[src/rtl/alu_pipe_pkg.sv]
// Shared types and helpers for the parametrised pipelined ALU.
// Opcode encoding, flag bundle and shift-amount width helper.
package alu_pipe_pkg;

    typedef enum logic [3:0] {
        OP_ADD = 4'd0,
        OP_SUB = 4'd1,
        OP_AND = 4'd2,
        OP_OR  = 4'd3,
        OP_XOR = 4'd4,
        OP_NOT = 4'd5,
        OP_SHL = 4'd6,
        OP_SHR = 4'd7,
        OP_ADC = 4'd8,
        OP_SBC = 4'd9,
        OP_ASR = 4'd10,
        OP_CMP = 4'd11
    } op_e;

    localparam logic [3:0] OP_LAST = 4'd11;

    typedef struct packed {
        logic carry;
        logic overflow;
        logic zero;
        logic negative;
        logic illegal;
    } flags_t;

    function automatic logic is_illegal(input logic [3:0] op);
        return op > OP_LAST;
    endfunction

    function automatic int shamt_w(input int width);
        return $clog2(width);
    endfunction

endpackage

[src/rtl/alu_pipe_if.sv]
// Issue/result handshake bundle between front end, ALU and writeback.
// master = front end + consumer side, slave = the ALU.
interface alu_pipe_if #(
    parameter int WIDTH = 8,
    parameter int TAG_W = 4
);
    logic             in_valid;
    logic             in_ready;
    logic [3:0]       opcode;
    logic [WIDTH-1:0] a;
    logic [WIDTH-1:0] b;
    logic [TAG_W-1:0] in_tag;
    logic             out_valid;
    logic             out_ready;
    logic [WIDTH-1:0] result;
    logic [TAG_W-1:0] out_tag;
    logic             carry;
    logic             overflow;
    logic             zero;
    logic             negative;
    logic             illegal;

    modport master (
        output in_valid, opcode, a, b, in_tag, out_ready,
        input  in_ready, out_valid, result, out_tag,
        input  carry, overflow, zero, negative, illegal
    );

    modport slave (
        input  in_valid, opcode, a, b, in_tag, out_ready,
        output in_ready, out_valid, result, out_tag,
        output carry, overflow, zero, negative, illegal
    );
endinterface

[src/rtl/alu_pipe_core.sv]
// Combinational ALU datapath: result, flags and carry-register update.
// Shifts use a one-bit guard so the last bit shifted out falls out free.
module alu_pipe_core
    import alu_pipe_pkg::*;
#(
    parameter int WIDTH = 8
) (
    input  logic [3:0]       opcode,
    input  logic [WIDTH-1:0] a,
    input  logic [WIDTH-1:0] b,
    input  logic             cy_in,
    output logic [WIDTH-1:0] result,
    output logic             carry,
    output logic             overflow,
    output logic             zero,
    output logic             negative,
    output logic             illegal,
    output logic             cy_update
);
    localparam int SW  = shamt_w(WIDTH);
    localparam int MSB = WIDTH - 1;

    op_e                op;
    logic [SW-1:0]      amt;
    logic               add_cin;
    logic               sub_bin;
    logic [WIDTH:0]     sum;
    logic [WIDTH:0]     diff;
    logic [WIDTH:0]     shl_x;
    logic [WIDTH:0]     shr_x;
    logic signed [WIDTH:0] asr_x;
    logic [WIDTH-1:0]   flag_src;

    assign op      = op_e'(opcode);
    assign amt     = b[SW-1:0];
    assign add_cin = (op == OP_ADC) && cy_in;
    assign sub_bin = (op == OP_SBC) && cy_in;
    assign sum     = {1'b0, a} + {1'b0, b} + {{WIDTH{1'b0}}, add_cin};
    assign diff    = {1'b0, a} - {1'b0, b} - {{WIDTH{1'b0}}, sub_bin};
    assign shl_x   = {1'b0, a} << amt;
    assign shr_x   = {a, 1'b0} >> amt;
    assign asr_x   = $signed({a, 1'b0}) >>> amt;

    always_comb begin
        result    = '0;
        carry     = 1'b0;
        overflow  = 1'b0;
        illegal   = 1'b0;
        cy_update = 1'b0;
        case (op)
            OP_ADD, OP_ADC: begin
                result    = sum[MSB:0];
                carry     = sum[WIDTH];
                overflow  = (a[MSB] == b[MSB]) && (sum[MSB] != a[MSB]);
                cy_update = 1'b1;
            end
            OP_SUB, OP_SBC, OP_CMP: begin
                result    = (op == OP_CMP) ? a : diff[MSB:0];
                carry     = diff[WIDTH];
                overflow  = (a[MSB] != b[MSB]) && (diff[MSB] != a[MSB]);
                cy_update = 1'b1;
            end
            OP_AND: result = a & b;
            OP_OR:  result = a | b;
            OP_XOR: result = a ^ b;
            OP_NOT: result = ~a;
            OP_SHL: begin
                result = shl_x[MSB:0];
                carry  = shl_x[WIDTH];
            end
            OP_SHR: begin
                result = shr_x[WIDTH:1];
                carry  = shr_x[0];
            end
            OP_ASR: begin
                result = asr_x[WIDTH:1];
                carry  = asr_x[0];
            end
            default: illegal = 1'b1;
        endcase
        // CMP reports flags of the difference while returning a
        flag_src = (op == OP_CMP) ? diff[MSB:0] : result;
        zero     = (flag_src == '0);
        negative = flag_src[MSB];
    end

endmodule

[src/rtl/alu_pipe_param.sv]
// Two-stage handshaked ALU: input register, compute, output register.
// The carry register advances when an op moves from stage 1 to stage 2.
module alu_pipe_param
    import alu_pipe_pkg::*;
#(
    parameter int WIDTH = 8,
    parameter int TAG_W = 4
) (
    input logic       clk,
    input logic       rst,
    alu_pipe_if.slave bus
);
    logic             s1_valid;
    logic [3:0]       s1_op;
    logic [WIDTH-1:0] s1_a;
    logic [WIDTH-1:0] s1_b;
    logic [TAG_W-1:0] s1_tag;

    logic             s2_valid;
    logic [WIDTH-1:0] s2_res;
    logic [TAG_W-1:0] s2_tag;
    flags_t           s2_fl;
    logic             cy;

    logic [WIDTH-1:0] c_res;
    flags_t           c_fl;
    logic             c_cy_upd;
    logic             s2_free;
    logic             in_ready;

    alu_pipe_core #(.WIDTH(WIDTH)) u_core (
        .opcode    (s1_op),
        .a         (s1_a),
        .b         (s1_b),
        .cy_in     (cy),
        .result    (c_res),
        .carry     (c_fl.carry),
        .overflow  (c_fl.overflow),
        .zero      (c_fl.zero),
        .negative  (c_fl.negative),
        .illegal   (c_fl.illegal),
        .cy_update (c_cy_upd)
    );

    assign s2_free  = !s2_valid || bus.out_ready;
    assign in_ready = !s1_valid || s2_free;

    always_ff @(posedge clk or posedge rst) begin
        if (rst) begin
            s1_valid <= 1'b0;
            s1_op    <= '0;
            s1_a     <= '0;
            s1_b     <= '0;
            s1_tag   <= '0;
        end else if (in_ready) begin
            s1_valid <= bus.in_valid;
            if (bus.in_valid) begin
                s1_op  <= bus.opcode;
                s1_a   <= bus.a;
                s1_b   <= bus.b;
                s1_tag <= bus.in_tag;
            end
        end
    end

    always_ff @(posedge clk or posedge rst) begin
        if (rst) begin
            s2_valid <= 1'b0;
            s2_res   <= '0;
            s2_tag   <= '0;
            s2_fl    <= '0;
            cy       <= 1'b0;
        end else if (s2_free) begin
            s2_valid <= s1_valid;
            if (s1_valid) begin
                s2_res <= c_res;
                s2_tag <= s1_tag;
                s2_fl  <= c_fl;
                if (c_cy_upd) cy <= c_fl.carry;
            end
        end
    end

    assign bus.in_ready  = in_ready;
    assign bus.out_valid = s2_valid;
    assign bus.result    = s2_res;
    assign bus.out_tag   = s2_tag;
    assign bus.carry     = s2_fl.carry;
    assign bus.overflow  = s2_fl.overflow;
    assign bus.zero      = s2_fl.zero;
    assign bus.negative  = s2_fl.negative;
    assign bus.illegal   = s2_fl.illegal;

endmodule

[src/flat_wrapper.sv]
// flat-port wrapper written by rule: the top's interface ports become plain ports
module alu_pipe_param_flat import alu_pipe_pkg::*;
#(
    parameter int WIDTH = 8,
    parameter int TAG_W = 4
)
  (clk, rst, bus_in_valid, bus_opcode, bus_a, bus_b, bus_in_tag, bus_out_ready, bus_in_ready, bus_out_valid, bus_result, bus_out_tag, bus_carry, bus_overflow, bus_zero, bus_negative, bus_illegal);
  alu_pipe_if #(.WIDTH(WIDTH), .TAG_W(TAG_W)) bus_i ();
  input logic clk;
  input logic rst;
  input wire logic [$bits(bus_i.in_valid)-1:0] bus_in_valid;
  input wire logic [$bits(bus_i.opcode)-1:0] bus_opcode;
  input wire logic [$bits(bus_i.a)-1:0] bus_a;
  input wire logic [$bits(bus_i.b)-1:0] bus_b;
  input wire logic [$bits(bus_i.in_tag)-1:0] bus_in_tag;
  input wire logic [$bits(bus_i.out_ready)-1:0] bus_out_ready;
  output wire logic [$bits(bus_i.in_ready)-1:0] bus_in_ready;
  output wire logic [$bits(bus_i.out_valid)-1:0] bus_out_valid;
  output wire logic [$bits(bus_i.result)-1:0] bus_result;
  output wire logic [$bits(bus_i.out_tag)-1:0] bus_out_tag;
  output wire logic [$bits(bus_i.carry)-1:0] bus_carry;
  output wire logic [$bits(bus_i.overflow)-1:0] bus_overflow;
  output wire logic [$bits(bus_i.zero)-1:0] bus_zero;
  output wire logic [$bits(bus_i.negative)-1:0] bus_negative;
  output wire logic [$bits(bus_i.illegal)-1:0] bus_illegal;
  assign bus_i.in_valid = bus_in_valid;
  assign bus_i.opcode = bus_opcode;
  assign bus_i.a = bus_a;
  assign bus_i.b = bus_b;
  assign bus_i.in_tag = bus_in_tag;
  assign bus_i.out_ready = bus_out_ready;
  assign bus_in_ready = bus_i.in_ready;
  assign bus_out_valid = bus_i.out_valid;
  assign bus_result = bus_i.result;
  assign bus_out_tag = bus_i.out_tag;
  assign bus_carry = bus_i.carry;
  assign bus_overflow = bus_i.overflow;
  assign bus_zero = bus_i.zero;
  assign bus_negative = bus_i.negative;
  assign bus_illegal = bus_i.illegal;
  alu_pipe_param #(.WIDTH(WIDTH), .TAG_W(TAG_W)) u_core (.clk(clk), .rst(rst), .bus(bus_i));
endmodule
[config.mk]
export PLATFORM = sky130hd
export DESIGN_NAME = alu_pipe_param_flat
export DESIGN_NICKNAME = d
export VERILOG_FILES = /design/src/rtl/alu_pipe_pkg.sv /design/src/rtl/alu_pipe_if.sv /design/src/rtl/alu_pipe_core.sv /design/src/rtl/alu_pipe_param.sv /design/src/flat_wrapper.sv
export SDC_FILE = /design/constraint.sdc
export NUM_CORES = 1
export LEC_CHECK = 0
export CAP_MARGIN = 20
export CORE_MARGIN = 2
export CORE_UTILIZATION = 40
export DETAILED_ROUTE_END_ITERATION = 8
export GPL_TIMING_DRIVEN = 0
export PLACE_DENSITY_LB_ADDON = 0.2
export SLEW_MARGIN = 15
export SYNTH_ARGS = -nofsm -noshare
export SYNTH_HDL_FRONTEND = slang
export SYNTH_SLANG_ARGS = --single-unit
[constraint.sdc]
create_clock -name clk -period 4 [get_ports clk]
set_input_delay 0.8 -clock clk [delete_from_list [all_inputs] [get_ports clk]]
set_output_delay 0.8 -clock clk [all_outputs]
set_load 0.03 [all_outputs]
==> run_results.csv <==
group,metric,value,unit
synthesis,muxShareOfSynthArea,15.5,%
critical_path,path_max_fanout,10,
timing,postLayoutSetupSlackWorst,0.206,ns
synthesis,ys_seq_area_share,26.6,%
synthesis,per_instance_average_area_after_synthesis,9.24,um^2
timing,hold_viol,0,
power,sw_frac_of_total,45.0,%
run,max_cap_viol_count,0,
global_routing,grt_start_max_net_pins,32,
critical_path,worst_ep_arrival_time,4.03,ns
clock_network,clkSlewWorstSetupHoldPaths,0.10,ns
timing,slew_headroom,29.0,%
synthesis,postSynthNetCount,511,
power,design_power,2.47,mW
die,floorplan.initialDensity,40.6,%
placement,hpwlAfterDp,10100,um
placement,preCtsSetupSlack,-0.150,ns
global_routing,grt_pass1_wl,20500,um
synthesis,yosys.area_share.adder,11.3,%
die,chipWidth,106,um
synthesis,synth.top_cells.by_area,"sky130_fd_sc_hd__dfrtp_1 27%, sky130_fd_sc_hd__mux2_2 9.5%, sky130_fd_sc_hd__ha_1 9.4%",
synthesis,post_synth_xor_area_fraction,2.12,%
timing,least_margin_pin_slew,1.06,ns
placement,io_buffer_count,46,
synthesis,synthTopCellsByCount,"44 x sky130_fd_sc_hd__dfrtp_1, 35 x sky130_fd_sc_hd__mux2_2, 33 x sky130_fd_sc_hd__nand2_1, 31 x sky130_fd_sc_hd__ha_1, 28 x sky130_fd_sc_hd__inv_1",
detailed_routing,initialDrtViolationCount,316,
die,ios,47,
synthesis,synthArstFlopShare,100,%
synthesis,synth_compound_gate_area_share,17.8,%
synthesis,postSynthCellCount,448,
timing,final.period_utilization,94.9,%
final_layout,layout.cells.non_filler,642,
die,coreArea,10200,um^2
detailed_routing,detail-route-antenna-nets,0,
critical_path,start_kind,"flip-flop",
clock_network,clk_root_buffer_cell,"sky130_fd_sc_hd__clkbuf_8",
final_layout,final_core_utilization,48.7,%
detailed_routing,wirelength,12800,um
power,peakVddDrop,0.197,mV
final_layout,final-seq-area,1100,um^2
global_routing,gr-total-overflow,0,
final_layout,finalInstanceArea,4960,um^2
final_layout,multi_input_comb_area,2800,um^2
final_layout,flow.area_growth_from_synthesis,20.0,%
synthesis,post-synth-top-count-cell,"sky130_fd_sc_hd__dfrtp_1",
global_routing,antenna_violations_before_repair,0,
hold_path,worstHoldPathType,"flip-flop to flip-flop",
detailed_routing,route.detailed.wl_per_inst,20.0,um
detailed_routing,vias,3787,
final_layout,antenna_cells,0,
critical_path,crit_type,"flip-flop to flip-flop",
die,floorplan.die.height,106,um
synthesis,synth_top_flop_cell,"sky130_fd_sc_hd__dfrtp_1",
synthesis,synth-warning-count,0,
clock_network,cts_buffers,5,
critical_path,critical_path.endpoint_type,"flip-flop",
synthesis,ys_types,78,
synthesis,synthesis_stage_register_bit_count,44,
final_layout,fin_nets,568,
detailed_routing,post-route-drc-count,0,
power,combinationalPowerShare,59.1,%
timing,clock.fmax,0.264,GHz
timing,setup_tns,0,ns
synthesis,synth_top_area_share,26.6,%
final_layout,post_route_cells_drive_above_1_share,17.8,%
power,cellLeakagePower,2.08,nW
synthesis,yosys.area_share.simple,20.2,%
detailed_routing,vias_per_std_cell,5.90,
clock_network,cts.path.max_buffers,2,
synthesis,synth-edff-count,0,
clock_network,clock-sinks,44,
placement,post_dp_cell_area,4800,um^2
critical_path,critical_path_required,4.24,ns
power,power.sequential.fraction,25.9,%
synthesis,synth_top_family_by_area,"simple AND/OR/NAND/NOR gates",
die,area_of_the_die,11200,um^2
power,net-switching-power,1.11,mW
timing,fin_max_slew_vios,0,
clock_network,cts_tree,"built",
die,core.rowCount,37,
clock_network,clock_insertion_delay_worst_skew,0.32,ns
power,cellPowerDensity,497,nW/um^2
placement,dp_cells,632,
timing,post-route-min-period,3.79,ns
synthesis,post-synth-top-area-cell,"sky130_fd_sc_hd__dfrtp_1",
global_routing,number_of_global_route_vias_before_repair,3723,
timing,finalSetupViolations,0,
synthesis,mappedNetlistArea,4140,um^2
power,p_int,1.36,mW
outcome,run_status,"finished, final reports clean",
global_routing,globalRouteTotalUtil,23.8,%
final_layout,n_fill_cell,1002,
power,clock_power_share,15.0,%
clock_network,htree_num_levels,2,
placement,gpl.final_weighted_congestion,0.976,
timing,clock-skew-final,0.00522,ns
timing,worst_slack_on_hold_paths,0.486,ns
detailed_routing,drt_pass1_iterations,7,
-- timing repair --
item | CTS | global route
hold buffers | 0 | 0
setup buffers | 0 | 2
pin swaps | 1 | 1
endpoints found under the setup margin | 5 | 5
gates resized for setup | 2 | 8
-- layer usage --
layer | part of all wire [%] | vias up | track usage (%)
li1 | - | 1757 | -
met1 | 45 | 1843 | 33.2
met2 | 46 | 161 | 37.6
met3 | 7.1 | 26 | 4.14
met4 | 2.4 | 0 | 7.52
met5 | 0 | - | 0
-- critical path, cell delays in order (launching register included) --
cell and delay (ns):
sky130_fd_sc_hd__dfrtp_1 0.38, sky130_fd_sc_hd__buf_2 0.17, sky130_fd_sc_hd__buf_4 0.20, sky130_fd_sc_hd__nor2_2 0.29
sky130_fd_sc_hd__and3_1 0.24, sky130_fd_sc_hd__fa_1 0.20, sky130_fd_sc_hd__inv_1 0.07, sky130_fd_sc_hd__fa_1 0.46
sky130_fd_sc_hd__nand2b_1 0.20, sky130_fd_sc_hd__a211oi_1 0.49, sky130_fd_sc_hd__nor3_1 0.14, sky130_fd_sc_hd__a211o_1 0.36
sky130_fd_sc_hd__nor4_4 0.21, sky130_fd_sc_hd__a31oi_1 0.14, sky130_fd_sc_hd__a211oi_2 0.16
-- placed cells by master, fill, tap and decap left out, types with 13 or more instances in the layout --
cell                               n
sky130_fd_sc_hd__a21oi_1          13
sky130_fd_sc_hd__buf_2            14
sky130_fd_sc_hd__clkdlybuf4s50_1  46
sky130_fd_sc_hd__dfrtp_1          44
sky130_fd_sc_hd__ha_1             31
sky130_fd_sc_hd__inv_1            27
sky130_fd_sc_hd__mux2_2           35
sky130_fd_sc_hd__nand2_1          33
sky130_fd_sc_hd__nor2_1           24
sky130_fd_sc_hd__nor3_1           14
sky130_fd_sc_hd__o21ai_0          20
-- layout make-up --
type	count	share of cell area [%]
flip-flops and latches	44	22.2
plain buffers	30	3.28
clock inverters	3	0.932
multi-input cells	345	56.5
repair buffers	50	10.1
inverters	29	2.24
clock buffers	5	1.39
well taps	136	3.43
-- power groups by stage --
stage,Clock (mW),Sequential (mW),Combinational [mW]
floorplan,0,0.741,0.864
global placement,0,0.639,1.40
detailed placement,0,0.646,1.40
CTS,0.381,0.637,1.42
global route,0.398,0.653,1.58
finish,0.370,0.638,1.46
-- flip-flops by register name, summed over array words and instances, names as in the netlist --
signal	count
u_core.bus.carry	1
u_core.bus.illegal	1
u_core.bus.negative	1
u_core.bus.out_tag	4
u_core.bus.out_valid	1
u_core.bus.overflow	1
u_core.bus.result	8
u_core.bus.zero	1
u_core.cy	1
u_core.s1_a	8
u_core.s1_b	8
u_core.s1_op	4
u_core.s1_tag	4
u_core.s1_valid	1
-- cells by family (layout without fill, tap and decap cells) --
kind of cell | count (synthesis) | count (layout)
mux | 51 | 51
fa+ha+maj | 35 | 35
compound gates | 101 | 101
flops | 44 | 44
xor+xnor | 10 | 10
buf+inv | 59 | 117
simple gates | 148 | 148
-- path summary, 6_finish.rpt --
path,from,endpoint,slack [ns],cells past startpoint
worst min register to register,u_core.bus.result[4],u_core.bus.result[4],0.49,2
worst min-delay path,u_core.bus.result[4],u_core.bus.result[4],0.49,2
max in group asynchronous,rst,u_core.bus.result[6],2.78,3
min in group asynchronous,rst,u_core.s1_a[1],0.75,2
worst max-delay path,u_core.s1_op[0],u_core.bus.zero,0.21,14
worst max register to register,u_core.s1_op[0],u_core.bus.zero,0.21,14
No activity file was read; power rests on OpenSTA's default activity.
